--- config.mk ---
export PLATFORM = sky130hd
export DESIGN_NAME = risc16f_mem_arbiter
export DESIGN_NICKNAME = d
export VERILOG_FILES = /design/src/rtl/risc16f_mem_arbiter.sv
export SDC_FILE = /design/constraint.sdc
export NUM_CORES = 1
export LEC_CHECK = 0
export CORE_ASPECT_RATIO = 0.5
export CORE_MARGIN = 3
export CORE_UTILIZATION = 42
export DETAILED_ROUTE_END_ITERATION = 12
export GPL_TIMING_DRIVEN = 0
export PLACE_DENSITY_LB_ADDON = 0.15
export SLEW_MARGIN = 20
export SYNTH_ARGS = -nofsm -noshare
export SYNTH_HDL_FRONTEND = slang
export SYNTH_SLANG_ARGS = --single-unit
--- constraint.sdc ---
create_clock -name clk -period 4 [get_ports clk]
set_clock_uncertainty 0.15 [all_clocks]
set_input_delay 0.8 -clock clk [delete_from_list [all_inputs] [get_ports clk]]
set_output_delay 0.8 -clock clk [all_outputs]
set_load 0.03 [all_outputs]
--- src/rtl/risc16f_mem_arbiter.sv ---
// Purpose : shares one single-port synchronous RAM between the risc16f fetch port
//           (read-only) and data port (read/write); decodes the LED register pair.
// Latency : grant in cycle t, valid in t+1; one access per two cycles at best.
// Backpr. : requesters hold req until their valid; reqs are ignored in RESP, and
//           data wins ties unless fetch has waited DATA_STREAK data grants.
// Ports   : clk/rst            - clock, synchronous active-high reset
//           i_req/i_addr       - fetch request and byte address
//           i_valid/i_rdata    - fetch completion pulse and word (0 when idle)
//           d_req/d_we/d_addr/d_wdata - data request, direction, byte address, write data
//           d_valid/d_rdata    - data completion pulse and read word (0 when idle)
//           m_en/m_we/m_addr/m_wdata/m_rdata - RAM port (word address)
//           led                - {led_2, led_1, led_0}
module risc16f_mem_arbiter #(
    parameter int unsigned DATA_STREAK = 3,
    parameter logic [15:0] LED_BASE    = 16'h0200
) (
    input  logic        clk,
    input  logic        rst,
    input  logic        i_req,
    input  logic [15:0] i_addr,
    output logic        i_valid,
    output logic [15:0] i_rdata,
    input  logic        d_req,
    input  logic        d_we,
    input  logic [15:0] d_addr,
    input  logic [15:0] d_wdata,
    output logic        d_valid,
    output logic [15:0] d_rdata,
    output logic        m_en,
    output logic        m_we,
    output logic [14:0] m_addr,
    output logic [15:0] m_wdata,
    input  logic [15:0] m_rdata,
    output logic [23:0] led
);

    localparam logic [15:0] LED_HI     = LED_BASE + 16'd2;
    localparam logic [3:0]  STREAK_MAX = 4'(DATA_STREAK);

    typedef enum logic {
        IDLE = 1'b0,
        RESP = 1'b1
    } state_t;

    state_t      state;
    logic [3:0]  streak;
    logic [7:0]  led_0;
    logic [7:0]  led_1;
    logic [7:0]  led_2;

    // Transaction attributes latched on grant, consumed in RESP.
    logic        i_vld_q;
    logic        d_vld_q;
    logic        d_led_q;
    logic        d_we_q;
    logic [15:0] led_rd_q;

    logic        in_idle;
    logic        d_led_lo;
    logic        d_led_hi;
    logic        d_led;
    logic        grant_d;
    logic        grant_i;
    logic        unused_addr_lsb;

    // Byte addresses alias onto words, so bit0 never takes part in decoding.
    assign unused_addr_lsb = i_addr[0] ^ d_addr[0];

    always_comb begin
        in_idle  = (state == IDLE);
        d_led_lo = (d_addr[15:1] == LED_BASE[15:1]);
        d_led_hi = (d_addr[15:1] == LED_HI[15:1]);
        d_led    = d_led_lo | d_led_hi;
        // Data has priority unless fetch has been passed over STREAK_MAX times in a row.
        grant_d  = in_idle && d_req && (!i_req || (streak != STREAK_MAX));
        grant_i  = in_idle && i_req && !grant_d;
        // LED-register accesses never touch RAM; fetch is never LED-decoded.
        m_en     = !rst && (grant_i || (grant_d && !d_led));
        m_we     = !rst && grant_d && !d_led && d_we;
        m_addr   = grant_d ? d_addr[15:1] : i_addr[15:1];
        m_wdata  = d_wdata;
    end

    always_ff @(posedge clk) begin
        if (rst) begin
            state    <= IDLE;
            streak   <= 4'd0;
            led_0    <= 8'h00;
            led_1    <= 8'h00;
            led_2    <= 8'h00;
            i_vld_q  <= 1'b0;
            d_vld_q  <= 1'b0;
            d_led_q  <= 1'b0;
            d_we_q   <= 1'b0;
            led_rd_q <= 16'h0000;
        end else begin
            case (state)
                IDLE: begin
                    i_vld_q  <= grant_i;
                    d_vld_q  <= grant_d;
                    d_led_q  <= d_led;
                    d_we_q   <= d_we;
                    // LED read value is captured before this cycle's LED write lands.
                    led_rd_q <= d_led_hi ? {8'h00, led_2} : {led_1, led_0};
                    if (grant_i || grant_d) begin
                        state <= RESP;
                    end
                    if (grant_i || !i_req) begin
                        streak <= 4'd0;
                    end else if (grant_d && (streak != STREAK_MAX)) begin
                        streak <= streak + 4'd1;
                    end
                    if (grant_d && d_we && d_led_lo) begin
                        {led_1, led_0} <= d_wdata;
                    end
                    if (grant_d && d_we && d_led_hi) begin
                        led_2 <= d_wdata[7:0];
                    end
                end
                RESP: begin
                    state   <= IDLE;
                    i_vld_q <= 1'b0;
                    d_vld_q <= 1'b0;
                end
                default: begin
                    state <= IDLE;
                end
            endcase
        end
    end

    // A reset arriving during RESP suppresses the completion pulse immediately.
    always_comb begin
        i_valid = i_vld_q && !rst;
        d_valid = d_vld_q && !rst;
        i_rdata = i_valid ? m_rdata : 16'h0000;
        d_rdata = 16'h0000;
        if (d_valid && !d_we_q) begin
            d_rdata = d_led_q ? led_rd_q : m_rdata;
        end
        led = {led_2, led_1, led_0};
    end

endmodule
Word level (Yosys, flattened, before mapping)
Cells that the tools add are included.

operators by class
  reductions and logical operators = 29
  equal/unequal tests = 3
  bitwise operators = 2
  mux-type cells = 11
  add/subtract/negate cells = 1

operators by type and width
  cell                 number
  $mux 16              4
  $eq 15x9->1 const B  2
  $logic_and 1x1->1    16
  $mux 15              1
  $mux 4               2
  $pmux 1 s2           3
  $reduce_and 2->1     3
  $logic_not 1->1      5
  $add 4x1->4 const B  1
  $logic_or 1x1->1     4
  $ne 4x2->1 const B   1
  $reduce_bool 2->1    1
  $mux 1               1
  $not 1->1            1
  $or 1x1->1           1

storage, ports and cells
  word-level logic and storage cells = 56
  bits of input ports = 69
  output and inout bits = 91
  bits in registers = 49

Logic depth before layout (Yosys ltp)
  depth in word-level cells = 8
  mapped depth = 7
  gate-level depth less buffers = 5

Least setup slack after synthesis
OpenSTA, ideal clock, no wires.

  kind = input to output
  start point = input rst
  end point = output d_rdata[10]
  arrival time = 2.182 ns
  required time = 3.050 ns
  slack = 0.868 ns
  path buffers = 2
  stages = 5
  path through = nor2b_1 -> nand2b_1 -> clkbuf_1 -> clkbuf_1 -> nor2_1

between the ends
  cells in the longest elaborated chain, start to end = 4

ends and longest elaborated chain
  element            RTL line  RTL
  from (decl)        18        input logic rst,
  $logic_not 1->1    135       d_valid = d_vld_q && !rst;
  $logic_and 1x1->1  135
  $logic_and 1x1->1  138       if (d_valid && !d_we_q) begin
  $mux 16            138
  to (decl)          28        output logic [15:0] d_rdata,

No other way between the ends.

Final worst setup path
  start point = input rst
  end point = output d_rdata[6]

Same word-level chain as after synthesis.

==> impl_results.md <==
* # setup viols final at 0
* Cts bufs inserted at 5
* DR WL/cell at 16.38 um
* Post-synth EDFFs at 0
* DRC Markers at 0
* Fin. max-slew vios at 0
* Synth Cell Area at around 2800 sq um
* Clock latency on the worst-skew pair at between 200 and 300 ps
* Final hold vios at 0
* Crit Path Max Fanout at 10
* Net Count, Synth at slightly above 400
* DPL Wire Length at around 7.6 mm
* Clk pin slew, worst setup/hold paths at roughly 60 ps
* Type of origin of the critical path: primary input
* Fillcell total at between 400 and 500
* Fin crit period at 3838 ps
* Pre-CTS setup slack at -227.1 ps
* P_leak at about 0.0016 uW
* Pwr/cell area at 287.0 nW/um^2
* CP Capture Type: output port
* Synth cell types at 40
* Initial antenna violation count at 0
* Syn avg cell area at 8.253 sq um
* Largest net degree at the start of global routing at 16
* CTS tree: yes
* Post-Layout Inst Area at between 4000 and 5000 sq um
* First-pass GRT wire length at roughly 15 mm
* RSZ-0062 raised after global routing: false
* Core Region at around 6300 sq um
* Vias in the first global route at around 3,000
* Arrival time of the worst setup path at 2890 ps
* Number of inserted diodes at 0
* Die area at between 7000 and 8000 sq um
* Max Cap Violations at 0
* FMAX at 260.6 MHz
* Worst hold slack at 315.6 ps
* Post-DR vias/cell at approximately 5.5
* Req. time, crit path at 3050 ps
* Slew margin rel. at between 60% and 70%
* Reg-to-reg critical path startpoint: streak[0]$_SDFFE_PP0P_
* Hold crit path type: reg -> reg
* GR Util All Layers at between 20% and 30%
* Post-placement cell area at about 4500 sq um
* Fraction of layout cells with a size suffix above 1 at between 10% and 20%
* Status: complete, no violations
* Die X at about 120 um
* Register area share after synthesis at 35.06%
* Buffers on Ports at approximately 160
* Nets at approximately 570
* GRT overflow at 0
* Via count at 3,234
* Clk sink count at 49
* Hold_sp: led_rd_q[14]$_SDFFE_PP0N_
* Area of the multi-input gates at about 1500 sq um
* Drt initial violations at 354
* Root buffer cell: clkbuf_16
* Detail Route Antenna Nets at 0
* Worst setup margin at roughly 160 ps
* Site Rows at 20
* YS warnings at 0
* Layout area overhead at 66.50%
* Crit. Startpoint: rst
* Ys flop type: dfxtp_1
* # H-tree levels at 2
* Routed Wire Length at 9.679 mm
* Die Span Y at between 60 and 70 um
* Yosys reg bits at between 40 and 50
* Slew of the pin with the lowest slew margin at between 500 and 600 ps
* Starting density of the core at around 45%
* Register area at around 1000 sq um
* Final period util at between 90% and 100%
* Ys async rst share at 0%
* Crit Path Category: in -> out
* Post-Synthesis Cells at roughly 340
* Final Wtd Congestion at around 0.88
* Drt pass-1 iters at 5
* Worst vdd ir at roughly 220 uV
* I/O Pins at 160
* Clock tree buffer depth at 2
## per-layer routing
layer	share of wire (%)	global-route usage, %	vias up
met5	0	0	-
met2	44	37.39	169
met1	45	34.30	1498
met4	0.67	2.514	0
li1	-	-	1555
met3	11	7.803	12
## per-stage QoR
step	total power [uW]	utilization [%]	instances	TNS (ps)
CTS	1340	74.42	591	0
floorplan	659.9	-	339	0
detailed placement	813.1	71.44	583	-2234
global route	1380	74.46	591	0
global placement	810.9	71.44	583	-2359
finish	1337	74.46	591	0
## repair_timing
item | in CTS | in global routing
resized for setup | 14 | 4
setup endpoints to repair | 20 | 19
hold buffers | 0 | 0
setup buffers | 0 | 0
## where the power goes
group	total [uW]	switching, uW	internal [uW]
combinational	299	157	141
sequential	500	4.90	495
clock	538	181	357
## flip-flops by register name, summed over array words and instances (netlist names)
| register | count |
|---|---|
| i_vld_q | 1 |
| streak | 4 |
| led_0 | 8 |
| d_led_q | 1 |
| d_we_q | 1 |
| led_rd_q | 16 |
| d_vld_q | 1 |
| led_1 | 8 |
| led_2 | 8 |
| state | 1 |
## critical path, stage by stage
cell             delay [ps]
clkdlybuf4s50_1         530
nor2b_1                 210
nand2b_1                 70
clkbuf_1                190
clkbuf_2                250
nor2_1                  140
clkdlybuf4s50_1         690
## layout by cell type (no fill, tap or decap), types with 2 or more instances in the layout
master,n
nor4_2,3
o21ai_0,8
dlygate4sd2_1,11
o31ai_1,24
nand2b_1,2
a21oi_1,37
buf_2,5
nand3_1,16
buf_4,17
clkbuf_1,23
nand2_1,16
mux2i_1,16
nor3_1,3
nor2b_1,2
nor2_1,26
inv_1,3
and2_1,16
clkbuf_16,5
a311oi_1,7
clkbuf_2,2
nand4_1,27
buf_1,2
dfxtp_1,49
clkdlybuf4s50_1,145
and4_1,2
mux2_2,12
mux2_1,3
bufinv_16,2
## cell usage after synthesis, types with 3 or more instances
master | number | area share, %
a21oi_1 | 37 | 6.6
a311oi_1 | 7 | 2.2
and2_1 | 16 | 3.6
buf_2 | 6 | 1.1
buf_4 | 16 | 4.3
clkbuf_1 | 25 | 3.4
dfxtp_1 | 49 | 35
inv_1 | 3 | 0.40
mux2_1 | 3 | 1.2
mux2_2 | 12 | 4.8
mux2i_1 | 16 | 5.7
nand2_1 | 16 | 2.1
nand3_1 | 16 | 2.9
nand4_1 | 27 | 6.0
nor2_1 | 26 | 3.5
nor2b_1 | 3 | 0.67
nor3_1 | 3 | 0.54
nor4_2 | 3 | 1.3
o21ai_0 | 8 | 1.4
o31ai_1 | 24 | 6.4
## path summary, 6_finish.rpt
| path | endpoint | slack (ps) | cells after the start |
|---|---|---|---|
| setup / recovery | d_rdata[6] | 160 | 7 |
| hold / removal | led_rd_q[14]$_SDFFE_PP0N_ | 320 | 2 |
| setup reg to reg | led_1[2]$_SDFFE_PP0P_ | 1820 | 7 |
| hold reg to reg | led_rd_q[14]$_SDFFE_PP0N_ | 320 | 2 |
## area by class of cell
type | instances | share of cell area (%)
Timing Repair Buffer | 156 | 33.23
Multi-Input combinational cell | 236 | 32.96
Sequential cell | 49 | 21.06
Buffer | 51 | 6.070
Clock buffer | 5 | 2.686
Tap cell | 88 | 2.364
Clock inverter | 3 | 1.397
Inverter | 3 | 0.2417
## cell families (layout without fill, tap and decap cells)
kind of cell	Yosys count	after routing	share of synthesized area, %
mux	31	31	11.76
compound gates	79	79	17.49
simple gates	124	124	24.60
fa+ha+maj	1	1	0.4472
buf+inv	54	218	10.33
flops	49	49	35.06
xor+xnor	1	1	0.3131
(Power assumes the default switching activity.)
==> edit: new RTL, same settings <==
Add an input register stage for `m_rdata`; this delays it by one clock. The other inputs are not delayed to match.
--- a/src/rtl/risc16f_mem_arbiter.sv
+++ b/src/rtl/risc16f_mem_arbiter.sv
@@ -41,6 +41,12 @@
         IDLE = 1'b0,
         RESP = 1'b1
     } state_t;
+
+    logic [15:0] m_rdata_q;
+
+    always_ff @(posedge clk) begin
+        m_rdata_q <= m_rdata;
+    end
 
     state_t      state;
     logic [3:0]  streak;
@@ -133,10 +139,10 @@
     always_comb begin
         i_valid = i_vld_q && !rst;
         d_valid = d_vld_q && !rst;
-        i_rdata = i_valid ? m_rdata : 16'h0000;
+        i_rdata = i_valid ? m_rdata_q : 16'h0000;
         d_rdata = 16'h0000;
         if (d_valid && !d_we_q) begin
-            d_rdata = d_led_q ? led_rd_q : m_rdata;
+            d_rdata = d_led_q ? led_rd_q : m_rdata_q;
         end
         led = {led_2, led_1, led_0};
     end
Check against the original RTL: not equivalent (a bounded check fails within 4 cycles, from zero or initial values and one cycle with rst high).
==> edit against the original RTL <==
  * Cell area is 16% higher
  * Utilization down 2.2 points
  * Sequential cell count increased by 16
  * Count of clock-buffer cells in the layout grew 5
  * Sequential share of layout area is 3.0 points higher
  * Area after synthesis up 19%
  * Power rose by 37%
  * Worst setup slack got worse by 0.092 ns
  * Wire length increased by 7.9%
  * Critical path type unchanged
  * Largest cell class unchanged
==> edit: results (changes against the original RTL) <==
period_needed_ns: 3.930  # was 3.838 ns
met3_usage_pct: 8.116  # was 7.803%
place_area_um2: 5026  # was 4469 µm²
clkPwrFrac_pct: 46.9  # was 40.3%
netlist-cell-type-count: 42  # was 40
synthesis.instances: 347  # was 339
synth.top_cells.by_count: "dfxtp_1, a21oi_1, nor2_1"  # was dfxtp_1, a21oi_1, nand4_1
cp_data_arrival_time_ns: 2.98  # was 2.89 ns
worst_skew_pair.late_latency_ns: 0.34  # was 0.29 ns
reg2reg_slack_ns: 1.40  # was 1.82 ns
timing.hold.worst.start: "d_we_q$_SDFFE_PP0N_"  # was led_rd_q[14]$_SDFFE_PP0N_
cellLeakagePower_uw: 0.001962  # was 0.001604 µW
synthMuxAreaShare_pct: 12.33  # was 11.76%
combinationalPowerShare_pct: 16.4  # was 22.3%
antenna_found_initial: 0  # unchanged
synth_async_sr_flop_share_pct: 0  # unchanged
dp.final_hpwl_um: 7882  # was 7579 µm
globalRouteMet1Util_pct: 29.09  # was 34.30%
synth_compound_gate_area_share_pct: 18.28  # was 17.49%
post_detailed_route_wirelength_per_cell_um: 16.55  # was 16.38 µm
firstDrtPassIters: 4  # was 5
crit_path_top_delay_cell: "or4_4"  # was clkdlybuf4s50_1
groute.layer.met2.usage_pct: 36.35  # was 37.39%
htree_num_levels: 3  # was 2
synth_xor_area_share_pct: 0.2639  # was 0.3131%
grt_pass1_wl_um: 15820  # was 15000 µm
post_synth_fa_ha_maj_area_fraction_pct: 0.3769  # was 0.4472%
met3WireLength_um: 1042  # was 1020 µm
mappedNetlistNets: 417  # was 409
first_global_vias: 3059  # was 2989
seq_area_frac_synth_pct: 39.20  # was 35.06%
hold-worst-slack_ns: 0.3104  # was 0.3156 ns
hold_end: "d_we_q$_SDFFE_PP0N_"  # was led_rd_q[14]$_SDFFE_PP0N_
cp-startpoint: "d_addr[8]"  # was rst
run_status: "completed"  # unchanged
place.gp.congestion: 0.8024  # was 0.8758
max_stage_delay_ns: 0.55  # was 0.69 ns
tritoncts_buffer_count: 9  # was 5
grt_use_total_pct: 22.48  # was 24.28%
ys_top_cells_by_area: "dfxtp_1, o41ai_2, mux2i_1"  # was dfxtp_1, a21oi_1, o31ai_1
count_of_input_and_output_buffers: 157  # was 156
final_cell_count_no_fill: 631  # was 591
routed-wl-met2_um: 4645  # was 4245 µm
layout-drive-gt1-share_pct: 18.36  # was 10.34%
first_iter_violations: 279  # was 354
maximum_number_of_pins_on_one_net_before_global_route_repair: 13  # was 16
sequential_cell_area_um2: 1301  # was 980.9 µm²
count_of_filler_cells_inserted_in_the_layout: 589  # was 488
dpl.cell_count: 612  # was 583
avgViaCountPerCell: 5.265  # was 5.472
relSlewSlack_pct: 38.31  # was 61.93%
fin_nets: 588  # was 572
wl_met1_um: 4621  # was 4348 µm
total_switching_power_uw: 455.4  # was 343.5 µW
post-layout-total-power_uw: 1831  # was 1337 µW
cp_top_delay_family: "simple AND/OR/NAND/NOR gates"  # was buffers and inverters
ir_worst_vdd_uv: 223.5  # was 220.2 µV
r2r_cells: 6  # was 7
## edit: worst reg2reg max path, cell delays in order (launching register included)
cell and delay, ns:
dfxtp_1 0.33, ha_1 0.23, and4bb_2 0.28, nor4b_2 0.75
clkbuf_1 0.44, nand4_1 0.19, a21oi_1 0.17
## edit: worst max-delay path by stage
stage	to	depth (start not counted)
2_1_floorplan	m_we	5
3_3_place_gp	m_we	7
3_5_place_dp	m_we	7
4_1_cts	m_en	7
5_1_grt	m_addr[10]	7
6_report	m_en	7
## edit: timing repair
action	in CTS	in global routing
endpoints found under the setup margin	17	37
setup buffers	0	5
gates resized for setup	29	12
pin swaps	0	2
## edit: layout make-up
type / instances / area share [%]
Clock inverter: 6 / 1.664
Clock buffer: 10 / 4.414
Sequential cell: 65 / 24.04
Buffer: 48 / 5.893
Multi-Input combinational cell: 230 / 31.73
Tap cell: 108 / 2.496
Inverter: 2 / 0.1387
Timing Repair Buffer: 162 / 29.63
